===== config.mk =====
export PLATFORM = sky130hd
export DESIGN_NAME = uart_fifo_ctrl_flat
export DESIGN_NICKNAME = d
export VERILOG_FILES = /design/src/rtl/uart_fifo_ctrl_pkg.sv /design/src/rtl/uart_fifo_ctrl_if.sv /design/src/rtl/uart_fifo_ctrl_sync_fifo.sv /design/src/rtl/uart_fifo_ctrl.sv /design/src/flat_wrapper.sv
export SDC_FILE = /design/constraint.sdc
export NUM_CORES = 1
export LEC_CHECK = 0
export ABC_AREA = 1
export CORE_MARGIN = 10
export CORE_UTILIZATION = 29
export DETAILED_ROUTE_END_ITERATION = 12
export DONT_BUFFER_PORTS = 1
export HOLD_SLACK_MARGIN = 0.1
export PLACE_DENSITY = 0.48
export SYNTH_ARGS = -nofsm -noshare
export SYNTH_HDL_FRONTEND = slang
export SYNTH_HIERARCHICAL = 1
export SYNTH_SLANG_ARGS = --single-unit

===== constraint.sdc =====
create_clock -name clk -period 2.55 [get_ports clk]
set_clock_uncertainty 0.15 [all_clocks]
set_input_delay 0.255 -clock clk [delete_from_list [all_inputs] [get_ports clk]]
set_output_delay 0.255 -clock clk [all_outputs]
set_load 0.005 [all_outputs]

===== src/rtl/uart_fifo_ctrl_pkg.sv =====
// Shared types and constants for the uart FIFO sequencer.
// TX state encodings, WAIT_BUSY timeout and common widths.
package uart_fifo_ctrl_pkg;

  localparam int unsigned BYTE_W     = 8;
  localparam int unsigned TX_TIMEOUT = 4;
  localparam int unsigned TX_TIMER_W = $clog2(TX_TIMEOUT);

  typedef enum logic [1:0] {
    TX_IDLE      = 2'd0,
    TX_LOAD      = 2'd1,
    TX_WAIT_BUSY = 2'd2,
    TX_WAIT_DONE = 2'd3
  } tx_state_e;

endpackage


===== src/rtl/uart_fifo_ctrl_if.sv =====
// Host-bus and uart-side signal bundle for uart_fifo_ctrl.
// slave is the controller view; master is the host/uart environment view.
interface uart_fifo_ctrl_if
  import uart_fifo_ctrl_pkg::*;
#(
  parameter int unsigned FIFO_AW = 4,
  parameter int unsigned ERR_W   = 8
);

  logic                tx_wr_en;
  logic [BYTE_W-1:0]   tx_wr_data;
  logic                tx_full;
  logic [FIFO_AW:0]    tx_count;
  logic                rx_rd_en;
  logic [BYTE_W-1:0]   rx_rd_data;
  logic                rx_empty;
  logic [FIFO_AW:0]    rx_count;
  logic                rx_overflow;
  logic [ERR_W-1:0]    rx_err_count;
  logic                clear_status;
  logic                uart_transmit;
  logic [BYTE_W-1:0]   uart_tx_byte;
  logic                uart_is_transmitting;
  logic                uart_received;
  logic [BYTE_W-1:0]   uart_rx_byte;
  logic                uart_rx_error;
  logic                busy;

  modport slave (
    input  tx_wr_en, tx_wr_data, rx_rd_en, clear_status,
    input  uart_is_transmitting, uart_received, uart_rx_byte, uart_rx_error,
    output tx_full, tx_count, rx_rd_data, rx_empty, rx_count,
    output rx_overflow, rx_err_count, uart_transmit, uart_tx_byte, busy
  );

  modport master (
    output tx_wr_en, tx_wr_data, rx_rd_en, clear_status,
    output uart_is_transmitting, uart_received, uart_rx_byte, uart_rx_error,
    input  tx_full, tx_count, rx_rd_data, rx_empty, rx_count,
    input  rx_overflow, rx_err_count, uart_transmit, uart_tx_byte, busy
  );

endinterface


===== src/rtl/uart_fifo_ctrl_sync_fifo.sv =====
// Single-clock first-word-fall-through FIFO with occupancy count.
// A push while full is accepted only when a pop happens in the same cycle.
module sync_fifo #(
  parameter int unsigned DATA_W = 8,
  parameter int unsigned ADDR_W = 4
) (
  input  logic              clk,
  input  logic              rst,
  input  logic              wr_en,
  input  logic [DATA_W-1:0] wr_data,
  input  logic              rd_en,
  output logic [DATA_W-1:0] rd_data,
  output logic              full,
  output logic              empty,
  output logic [ADDR_W:0]   count
);

  localparam int unsigned      DEPTH    = 2 ** ADDR_W;
  localparam logic [ADDR_W:0]  FULL_CNT = (ADDR_W + 1)'(DEPTH);

  logic [DATA_W-1:0] mem [DEPTH];
  logic [ADDR_W-1:0] wr_ptr;
  logic [ADDR_W-1:0] rd_ptr;
  logic              do_wr_c;
  logic              do_rd_c;

  assign empty   = (count == '0);
  assign full    = (count == FULL_CNT);
  assign do_rd_c = rd_en && !empty;
  assign do_wr_c = wr_en && (!full || do_rd_c);
  assign rd_data = mem[rd_ptr];

  // Pointers and occupancy
  always_ff @(posedge clk) begin
    if (!rst) begin
      wr_ptr <= '0;
      rd_ptr <= '0;
      count  <= '0;
    end else begin
      if (do_wr_c) wr_ptr <= wr_ptr + 1'b1;
      if (do_rd_c) rd_ptr <= rd_ptr + 1'b1;
      unique case ({do_wr_c, do_rd_c})
        2'b10:   count <= count + 1'b1;
        2'b01:   count <= count - 1'b1;
        default: count <= count;
      endcase
    end
  end

  // Storage carries no reset; stale entries are never visible past the count
  always_ff @(posedge clk) begin
    if (do_wr_c) mem[wr_ptr] <= wr_data;
  end

endmodule


===== src/rtl/uart_fifo_ctrl.sv =====
// Host-side sequencer for the uart core: TX FIFO feeding the transmit
// handshake, RX capture FIFO, sticky overflow and saturating error count.
module uart_fifo_ctrl
  import uart_fifo_ctrl_pkg::*;
#(
  parameter int unsigned FIFO_AW = 4,
  parameter int unsigned ERR_W   = 8
) (
  input  logic            clk,
  input  logic            rst,
  uart_fifo_ctrl_if.slave bus
);

  localparam logic [ERR_W-1:0]      ERR_MAX  = '1;
  localparam logic [TX_TIMER_W-1:0] TMO_LAST = TX_TIMER_W'(TX_TIMEOUT - 1);

  tx_state_e               state_q;
  tx_state_e               state_d;
  logic [TX_TIMER_W-1:0]   timer_q;
  logic [TX_TIMER_W-1:0]   timer_d;
  logic [BYTE_W-1:0]       tx_byte_d;
  logic [BYTE_W-1:0]       tx_head;
  logic                    tx_empty;
  logic                    tx_rd_en_c;
  logic                    rx_full;
  logic                    err_prev_q;
  logic                    err_rise_c;
  logic                    ovf_set_c;

  sync_fifo #(.DATA_W(BYTE_W), .ADDR_W(FIFO_AW)) u_tx_fifo (
    .clk     (clk),
    .rst     (rst),
    .wr_en   (bus.tx_wr_en),
    .wr_data (bus.tx_wr_data),
    .rd_en   (tx_rd_en_c),
    .rd_data (tx_head),
    .full    (bus.tx_full),
    .empty   (tx_empty),
    .count   (bus.tx_count)
  );

  sync_fifo #(.DATA_W(BYTE_W), .ADDR_W(FIFO_AW)) u_rx_fifo (
    .clk     (clk),
    .rst     (rst),
    .wr_en   (bus.uart_received),
    .wr_data (bus.uart_rx_byte),
    .rd_en   (bus.rx_rd_en),
    .rd_data (bus.rx_rd_data),
    .full    (rx_full),
    .empty   (bus.rx_empty),
    .count   (bus.rx_count)
  );

  assign bus.busy = (state_q != TX_IDLE) || !tx_empty;

  // TX sequencer next-state; a byte is popped only on the IDLE->LOAD hop
  always_comb begin
    state_d    = state_q;
    timer_d    = timer_q;
    tx_byte_d  = bus.uart_tx_byte;
    tx_rd_en_c = 1'b0;
    unique case (state_q)
      TX_IDLE: begin
        if (!tx_empty && !bus.uart_is_transmitting) begin
          tx_rd_en_c = 1'b1;
          tx_byte_d  = tx_head;
          state_d    = TX_LOAD;
        end
      end
      TX_LOAD: begin
        timer_d = '0;
        state_d = TX_WAIT_BUSY;
      end
      TX_WAIT_BUSY: begin
        if (bus.uart_is_transmitting) state_d = TX_WAIT_DONE;
        else if (timer_q == TMO_LAST) state_d = TX_IDLE;
        else                          timer_d = timer_q + 1'b1;
      end
      TX_WAIT_DONE: begin
        if (!bus.uart_is_transmitting) state_d = TX_IDLE;
      end
      default: state_d = TX_IDLE;
    endcase
  end

  // uart_transmit is high exactly while the registered state is LOAD
  always_ff @(posedge clk) begin
    if (!rst) begin
      state_q           <= TX_IDLE;
      timer_q           <= '0;
      bus.uart_tx_byte  <= '0;
      bus.uart_transmit <= 1'b0;
    end else begin
      state_q           <= state_d;
      timer_q           <= timer_d;
      bus.uart_tx_byte  <= tx_byte_d;
      bus.uart_transmit <= (state_d == TX_LOAD);
    end
  end

  assign err_rise_c = bus.uart_rx_error && !err_prev_q;
  assign ovf_set_c  = bus.uart_received && rx_full && !bus.rx_rd_en;

  // Status; clear wins over a same-cycle increment or overflow
  always_ff @(posedge clk) begin
    if (!rst) begin
      err_prev_q       <= 1'b0;
      bus.rx_overflow  <= 1'b0;
      bus.rx_err_count <= '0;
    end else begin
      err_prev_q <= bus.uart_rx_error;
      if (bus.clear_status) begin
        bus.rx_overflow  <= 1'b0;
        bus.rx_err_count <= '0;
      end else begin
        if (ovf_set_c) bus.rx_overflow <= 1'b1;
        if (err_rise_c && (bus.rx_err_count != ERR_MAX))
          bus.rx_err_count <= bus.rx_err_count + 1'b1;
      end
    end
  end

endmodule


===== src/flat_wrapper.sv =====
// flat-port wrapper written by rule: the top's interface ports become plain ports
module uart_fifo_ctrl_flat import uart_fifo_ctrl_pkg::*;
#(
  parameter int unsigned FIFO_AW = 4,
  parameter int unsigned ERR_W   = 8
)
  (clk, rst, bus_tx_wr_en, bus_tx_wr_data, bus_rx_rd_en, bus_clear_status, bus_uart_is_transmitting, bus_uart_received, bus_uart_rx_byte, bus_uart_rx_error, bus_tx_full, bus_tx_count, bus_rx_rd_data, bus_rx_empty, bus_rx_count, bus_rx_overflow, bus_rx_err_count, bus_uart_transmit, bus_uart_tx_byte, bus_busy);
  uart_fifo_ctrl_if #(.FIFO_AW(FIFO_AW), .ERR_W(ERR_W)) bus_i ();
  input  logic clk;
  input  logic rst;
  input wire logic [$bits(bus_i.tx_wr_en)-1:0] bus_tx_wr_en;
  input wire logic [$bits(bus_i.tx_wr_data)-1:0] bus_tx_wr_data;
  input wire logic [$bits(bus_i.rx_rd_en)-1:0] bus_rx_rd_en;
  input wire logic [$bits(bus_i.clear_status)-1:0] bus_clear_status;
  input wire logic [$bits(bus_i.uart_is_transmitting)-1:0] bus_uart_is_transmitting;
  input wire logic [$bits(bus_i.uart_received)-1:0] bus_uart_received;
  input wire logic [$bits(bus_i.uart_rx_byte)-1:0] bus_uart_rx_byte;
  input wire logic [$bits(bus_i.uart_rx_error)-1:0] bus_uart_rx_error;
  output wire logic [$bits(bus_i.tx_full)-1:0] bus_tx_full;
  output wire logic [$bits(bus_i.tx_count)-1:0] bus_tx_count;
  output wire logic [$bits(bus_i.rx_rd_data)-1:0] bus_rx_rd_data;
  output wire logic [$bits(bus_i.rx_empty)-1:0] bus_rx_empty;
  output wire logic [$bits(bus_i.rx_count)-1:0] bus_rx_count;
  output wire logic [$bits(bus_i.rx_overflow)-1:0] bus_rx_overflow;
  output wire logic [$bits(bus_i.rx_err_count)-1:0] bus_rx_err_count;
  output wire logic [$bits(bus_i.uart_transmit)-1:0] bus_uart_transmit;
  output wire logic [$bits(bus_i.uart_tx_byte)-1:0] bus_uart_tx_byte;
  output wire logic [$bits(bus_i.busy)-1:0] bus_busy;
  assign bus_i.tx_wr_en = bus_tx_wr_en;
  assign bus_i.tx_wr_data = bus_tx_wr_data;
  assign bus_i.rx_rd_en = bus_rx_rd_en;
  assign bus_i.clear_status = bus_clear_status;
  assign bus_i.uart_is_transmitting = bus_uart_is_transmitting;
  assign bus_i.uart_received = bus_uart_received;
  assign bus_i.uart_rx_byte = bus_uart_rx_byte;
  assign bus_i.uart_rx_error = bus_uart_rx_error;
  assign bus_tx_full = bus_i.tx_full;
  assign bus_tx_count = bus_i.tx_count;
  assign bus_rx_rd_data = bus_i.rx_rd_data;
  assign bus_rx_empty = bus_i.rx_empty;
  assign bus_rx_count = bus_i.rx_count;
  assign bus_rx_overflow = bus_i.rx_overflow;
  assign bus_rx_err_count = bus_i.rx_err_count;
  assign bus_uart_transmit = bus_i.uart_transmit;
  assign bus_uart_tx_byte = bus_i.uart_tx_byte;
  assign bus_busy = bus_i.busy;
  uart_fifo_ctrl #(.FIFO_AW(FIFO_AW), .ERR_W(ERR_W)) u_core (.clk(clk), .rst(rst), .bus(bus_i));
endmodule

-- Word-level counts from Yosys, hierarchy flattened
Memory sizes are Yosys's and may differ from the RTL's. A register that Yosys moved wholly into a read port is not among the register bits.
Index checks and enable logic that the tools add are counted.
- register bits: 41
- RAM bits: 256
- bits of input ports: 24
- output and inout bits: 39
- memories kept: 2
- add/sub/neg operators: 10
- equal/unequal tests: 14
- multiplexer cells: 18
- bitwise logic cells: 1
- reductions and logical operators: 30
- memory list (memory ; depth ; width ; read ports ; clocked after Yosys merged registers in ; write ports ; RTL line ; RTL):
    u_core.u_rx_fifo.mem ; 16 ; 8 ; 1 ; 1 ; 1 ; uart_fifo_ctrl_sync_fifo.sv:21 ; logic [DATA_W-1:0] mem [DEPTH];
    u_core.u_tx_fifo.mem ; 16 ; 8 ; 1 ; 1 ; 1 ; uart_fifo_ctrl_sync_fifo.sv:21 ;
- operators with widths (operator ; count):
    $pmux 5 s2 ; 2
    $add 4x1->4 const B ; 4
    $mux 2 ; 6
    $add 5x1->5 const B ; 2
    $eq 2x2->1 const B ; 5
    $eq 5x5->1 const B ; 2
    $logic_not 5->1 ; 2
    $sub 5x1->5 const B ; 2
    $logic_and 1x1->1 ; 9
    $add 8x1->8 const B ; 1
    $eq 2x1->1 const B ; 4
    $logic_not 1->1 ; 8
    $mux 4 ; 2
    $ne 8x8->1 const B ; 1
    $pmux 2 s4 ; 1
    $reduce_bool 2->1 ; 4
    $mux 1 ; 6
    $ne 2x2->1 const B ; 2
    $pmux 2 s2 ; 1
    $logic_or 1x1->1 ; 3
    $reduce_and 3->1 ; 1
    $add 2x1->2 const B ; 1
    $logic_not 2->1 ; 1
    $reduce_and 2->1 ; 1
    2 further kinds ; 2

-- Longest topological paths before layout
Gate-level depths: netlist of the first run.
- depth in word-level cells: 10
- gate-level depth with buffers: 17
- mapped depth without buffers: 17

-- Modules after synthesis
Netlist of the first run, hierarchy kept.
- modules (own cells, without submodules) (module ; times used ; cells an instance ; area each (um2)):
    sync_fifo at u_core.u_tx_fifo ; 1 ; 536 ; 6158.4
    sync_fifo at u_core.u_rx_fifo ; 1 ; 536 ; 6153.4
    uart_fifo_ctrl ; 1 ; 146 ; 1047.3

-- Worst setup path after synthesis of the first run
OpenSTA, ideal clock, no wires.
- path type: register to register
- start point: reg u_core.u_tx_fifo.count[3]
- end point: reg u_core.u_tx_fifo.count[3]
- arrival: 2.126 ns
- required time: 2.284 ns
- setup slack: 0.159 ns
- stages on the path, launching flop included: 17
- clock period less this slack: 2.391 ns
- cells stage by stage: dfxtp_1 nor2_2 nand3_2 inv_1 nor2_1 nand2_1 clkinv_1 nand2_2 inv_2 nand2_4 inv_1 ha_1 a21oi_1 nand2_1 xor2_1 nor2_1 nor2_1
- cells in the longest elaborated chain, start to end: 10
- elaborated cells between the ends (all ways): 16
- those cells by class: add/sub: 2; eq/ne: 3; mux: 3; reduce/logical: 8
- ends and longest elaborated chain (item ; RTL line ; RTL):
    from (decl) ; uart_fifo_ctrl_sync_fifo.sv:15 ; output logic [ADDR_W:0] count
    from (signal assigned) ; uart_fifo_ctrl_sync_fifo.sv:43 ; 2'b10: count <= count + 1'b1;
    from (signal assigned) ; uart_fifo_ctrl_sync_fifo.sv:44 ; 2'b01: count <= count - 1'b1;
    from (signal assigned) ; uart_fifo_ctrl_sync_fifo.sv:45 ; default: count <= count;
    $logic_not 5->1 * ; uart_fifo_ctrl_sync_fifo.sv:27 ; assign empty = (count == '0);
    via u_core.tx_empty ; uart_fifo_ctrl.sv:23 ; logic tx_empty;
    $logic_not 1->1 * ; uart_fifo_ctrl.sv:64 ; if (!tx_empty && !bus.uart_is_transmitting) begin
    $logic_and 1x1->1 * ; uart_fifo_ctrl.sv:64 ;
    $mux 1 * ; uart_fifo_ctrl.sv:64 ;
    $mux 1 * ; uart_fifo_ctrl.sv:62 ; unique case (state_q)
    via u_core.tx_rd_en_c ; uart_fifo_ctrl.sv:24 ; logic tx_rd_en_c;
    $logic_and 1x1->1 * ; uart_fifo_ctrl_sync_fifo.sv:29 ; assign do_rd_c = rd_en && !empty;
    $logic_or 1x1->1 ; uart_fifo_ctrl_sync_fifo.sv:30 ; assign do_wr_c = wr_en && (!full || do_rd_c);
    $logic_and 1x1->1 ; uart_fifo_ctrl_sync_fifo.sv:30 ;
    $eq 2x1->1 / $eq 2x2->1 (equally long branches) ; uart_fifo_ctrl_sync_fifo.sv:42 ; unique case ({do_wr_c, do_rd_c})
    $pmux 5 s2 / $reduce_bool 2->1 (equally long branches) ; n/a ;
The timed path passes the listed nets; every way through them passes the cells marked *.
A chain may end at the register's enable or synchronous reset.

-- Worst setup path in the final report of the first run
- start point: reg u_core.u_rx_fifo.count[0]
- end point: reg u_core.u_rx_fifo.count[1]
- cells in the longest elaborated chain, start to end: 7
- elaborated cells between the ends (all ways): 13
- those cells by class: add/sub: 2; eq/ne: 3; mux: 1; reduce/logical: 7
- ends and longest elaborated chain (item ; RTL line):
    from (decl) ; uart_fifo_ctrl_sync_fifo.sv:15
    from (signal assigned) ; uart_fifo_ctrl_sync_fifo.sv:43
    from (signal assigned) ; uart_fifo_ctrl_sync_fifo.sv:44
    from (signal assigned) ; uart_fifo_ctrl_sync_fifo.sv:45
    $logic_not 5->1 ; uart_fifo_ctrl_sync_fifo.sv:27
    $logic_not 1->1 ; uart_fifo_ctrl_sync_fifo.sv:29
    $logic_and 1x1->1 ; uart_fifo_ctrl_sync_fifo.sv:29
    $logic_or 1x1->1 ; uart_fifo_ctrl_sync_fifo.sv:30
    $logic_and 1x1->1 ; uart_fifo_ctrl_sync_fifo.sv:30
    $eq 2x1->1 / $eq 2x2->1 (equally long branches) ; uart_fifo_ctrl_sync_fifo.sv:42
    $pmux 5 s2 / $reduce_bool 2->1 (equally long branches) ; n/a
Parallel ways exist; a longest one is shown, timed or not.

==> Implementation_results.wiki, run 1 <==
{| class="wikitable"
! Metric !! Value
|-
| Largest net degree at the start of global routing || 65
|-
| Clock-pin slew on the worst setup and hold paths || 0.06 ns
|-
| Ratio of cells with drive above 1 in the final layout || under 10%
|-
| Yosys warnings || 6
|-
| Final HPWL from detailed placement || 19800 um
|-
| Leading cell type by number of instances after synthesis || edfxtp_1
|-
| Net switching component of the power || 0.00456 W
|-
| Max-Cap Viols || 0
|-
| Placeable Area || 45500 sq um
|-
| Sw Share || 31.3%
|-
| WL per Instance || 16.4 um
|-
| Vertical die dimension || about 230 um
|-
| CP Data Arrival Time || between 2 and 3 ns
|-
| Vias after detailed routing || 8471
|-
| Initial antenna violation count || 3
|-
| Cell area after placement || 14100 sq um
|-
| Classification of the worst-slack hold path || input port to register
|-
| CP max stage delay || 0.59 ns
|-
| Clk_lat worst skew || 0.54 ns
|-
| Setup slack after layout || 0.110 ns
|-
| Starting utilization of the core area || 29.4%
|-
| Sequential cell area fraction in the yosys report || about two thirds
|-
| Run status || completed
|-
| Sort of element at the start of the critical path || register
|-
| Cells along the critical path || nor2_2 -> nand3_1 -> nand2_2 -> nand3_1 -> dlygate4sd3_1 -> nand2_2 -> dlygate4sd3_1 -> o21ai_0 -> nor2_1
|-
| Syn Area/Cell || 11.0 sq um
|-
| Fraction of power consumed by combinational cells || 22.9%
|-
| Post-synthesis cell count || between 1k and 1.5k
|-
| Kind of capture point of the worst setup path || register
|-
| EDFF count, synth || 256
|-
| Num ports || 63
|-
| Via count of the first global-routing pass || about 8.3k
|-
| Number of placement rows || 78
|-
| Routed wire length || roughly 31000 um
|-
| Global Route Usage Sum || 10.9%
|-
| Cell type group with the largest total delay on the critical path || buffers and inverters
|-
| Area growth from synthesis to layout || 16.1%
|-
| Peak ir drop on the vdd network || between 0.0005 and 0.0006 V
|-
| Leading cell types by count after synthesis || edfxtp_1 (256), inv_1 (177), nand2_1 (141)
|-
| Die width || 235 um
|-
| Wire length of the first global-routing pass || approximately 48000 um
|-
| Number of nets produced by synthesis || 1262
|-
| Minimum setup slack after placement || approximately 0.11 ns
|-
| Final Instance Area || 15500 sq um
|-
| Period utilization || a little over nine tenths
|-
| H-tree lvl count || 2
|-
| TritonCTS clock tree || built
|-
| Clk pwr share || about a third
|-
| Buffer levels on the longest clock path || 3
|-
| Internal || 0.0100 W
|-
| Clk root buf || clkbuf_16
|-
| Leading post-synthesis cells by cell area || edfxtp_1 (58%), dfxtp_1 (8.5%), inv_1 (5.0%)
|-
| Top FF cell, synth || edfxtp_1
|-
| Required time of the worst setup path || 2.87 ns
|-
| Post-synth top area share || 57.5%
|-
| Average vias per placed instance || 4.50
|-
| FF+latch count, synth || 313
|-
| Remaining Overflow, GRT || 0
|-
| Pwr Density || approximately 940 nW/um^2
|-
| Setup Crit Path Kind || register to register
|-
| Routability congestion estimate from global placement || 0.773
|-
| Maximum operating frequency || between 400 and 500 MHz
|-
| Detailed-routing iteration count for the pre-antenna-repair pass || 4
|-
| Area leader, netlist || edfxtp_1
|-
| Final ANT Viol Nets || 0
|-
| PortBufs || 0
|-
| Hold Violations, Final || 0
|-
| Die outline area || ~55000 sq um
|-
| Sinks on Clock Net || 313
|-
| Synth async-reset ratio || 0%
|-
| Setup violations, final || 0
|-
| Number of buffers created by CTS || 36
|-
| LEAKAGE || 5.69 nW
|-
| Nets || 1300
|-
| Slew Viols, Final || 0
|-
| Area of the mapped netlist || roughly 13000 sq um
|-
| Crit path max-delay cell type || dlygate4sd3_1
|-
| Tightest slew margin relative to the limit || 41.2%
|-
| Count of different cell masters after synthesis || 32
|-
| RSZ-0062 raised after global routing || yes
|-
| Critical path buffers and inverters || 2
|-
| DRC violations left || 0
|-
| Post-layout min period || ~2.4 ns
|-
| Number of DRC markers after the initial detailed-route iteration || 497
|-
| Register share of total power || 42.7%
|-
| Crit path max fanout || 5
|-
| Slew at the pin closest to its max-slew limit || 0.879 ns
|}
-- stage by stage --
| stage | hold slack [ns] | TNS [ns] | cells | util (%) | power (W) |
|---|---|---|---|---|---|
| finish | 0.216 | 0 | 1884 | 34.1 | 0.0146 |
| global route | 0.223 | -0.0782 | 1883 | 34.1 | 0.0155 |
| CTS | 0.186 | 0 | 1881 | 34.1 | 0.0148 |
| detailed placement | 0.205 | 0 | 1790 | 31.0 | 0.00955 |
| global placement | 0.202 | 0 | 1790 | 31.0 | 0.00954 |
| floorplan | 0.198 | 0 | 1218 | - | 0.00860 |
-- repair_timing --
| action | in CTS | in global routing |
|---|---|---|
| endpoints found under the hold margin | 313 | 0 |
| setup buffers | 0 | 1 |
| endpoints found under the setup margin | 0 | 11 |
| resized for setup | 0 | 7 |
| hold buffers | 27 | 0 |
-- cell usage in the layout, fill, tap and decap left out, drive strengths merged, types with 5 or more instances in the layout --
cell         netlist  final
nand4              5      5
o21ai             91     91
dfxtp             57     57
edfxtp           256    256
dlygate4sd3        0     26
ha                18     18
o211ai            64     64
clkbuf            11     44
nor2             108    108
buf               44     29
clkinv             3     17
a21oi             87     87
inv              183    186
nand3            126    126
nand2            153    153
-- cell families after synthesis --
logic type                 share of synthesized area, %
adders and majority gates                          1.99
and+or+nand+nor                                    13.3
AOI/OAI and AO/OA                                  10.6
buffers and inverters                              7.67
xor gates and xnor gates                          0.393
DFF                                                66.1
-- final cells by class --
type	count	area [sq um]
fillers	4566	30000
diodes	2	5.00
flip-flops and latches	313	8840
clock inverters	20	183
clock buffers	44	952
inverters	186	706
multi-input cells	664	3510
repair buffers	55	566
well taps	600	751
-- worst paths after layout --
kind | from | endpoint | slack (ns) | cells past startpoint
hold / removal | rst | u_core/err_prev_q$_SDFF_PN0_ | 0.22 | 3
hold reg to reg | u_core/timer_q[1]$_SDFFE_PN0P_ | u_core/timer_q[1]$_SDFFE_PN0P_ | 0.32 | 2
setup / recovery | u_core/u_rx_fifo/count[0]$_SDFFE_PN0P_ | u_core/u_rx_fifo/count[1]$_SDFFE_PN0P_ | 0.11 | 9
setup reg to reg | u_core/u_rx_fifo/count[0]$_SDFFE_PN0P_ | u_core/u_rx_fifo/count[1]$_SDFFE_PN0P_ | 0.11 | 9
-- worst min-delay path, stage by stage --
cell	delay, ns
nand2_1	0.03
dlygate4sd3_1	0.54
inv_1	0.05
-- layer usage --
layer | share of wire [%] | up-vias | track usage (%)
met1 | 46 | 3991 | 14.1
met2 | 46 | 154 | 17.3
li1 | - | 4273 | -
met3 | 5.3 | 51 | 2.80
met5 | 0.029 | - | 0
met4 | 2.2 | 2 | 3.78
-- state kept, by name (all words and copies together), names as in the netlist, named ones only --
register / count
u_core/u_rx_fifo/mem: 128
u_core/u_tx_fifo/wr_ptr: 4
u_core/u_tx_fifo/mem: 128
u_core/u_rx_fifo/rd_ptr: 4
u_core/bus.uart_tx_byte: 8
u_core/u_rx_fifo/count: 5
u_core/bus.rx_overflow: 1
u_core/bus.rx_err_count: 8
u_core/timer_q: 2
u_core/err_prev_q: 1
u_core/u_tx_fifo/rd_ptr: 4
u_core/state_q: 2
u_core/bus.uart_transmit: 1
u_core/u_tx_fifo/count: 5
u_core/u_rx_fifo/wr_ptr: 4
-- power groups by stage --
stage	clock network (W)	logic, W	registers [W]
3_3_place_gp	0	0.00322	0.00632
3_5_place_dp	0	0.00323	0.00632
5_1_grt	0.00538	0.00381	0.00627
6_report	0.00501	0.00334	0.00621
4_1_cts	0.00518	0.00338	0.00622
2_1_floorplan	0	0.00250	0.00610
Note: power is estimated with default switching activity, not from simulation.
==> inputs of run 2 (changes only) <==
--- a/config.mk
+++ b/config.mk
@@ -8,6 +8,7 @@
 export ABC_AREA = 1
 export CORE_MARGIN = 10
 export CORE_UTILIZATION = 29
+export CTS_CLUSTER_DIAMETER = 200
 export DETAILED_ROUTE_END_ITERATION = 12
 export DONT_BUFFER_PORTS = 1
 export HOLD_SLACK_MARGIN = 0.1
==> results of run 2 <==
Final layout, timing and power as in run 1 (identical DEF).
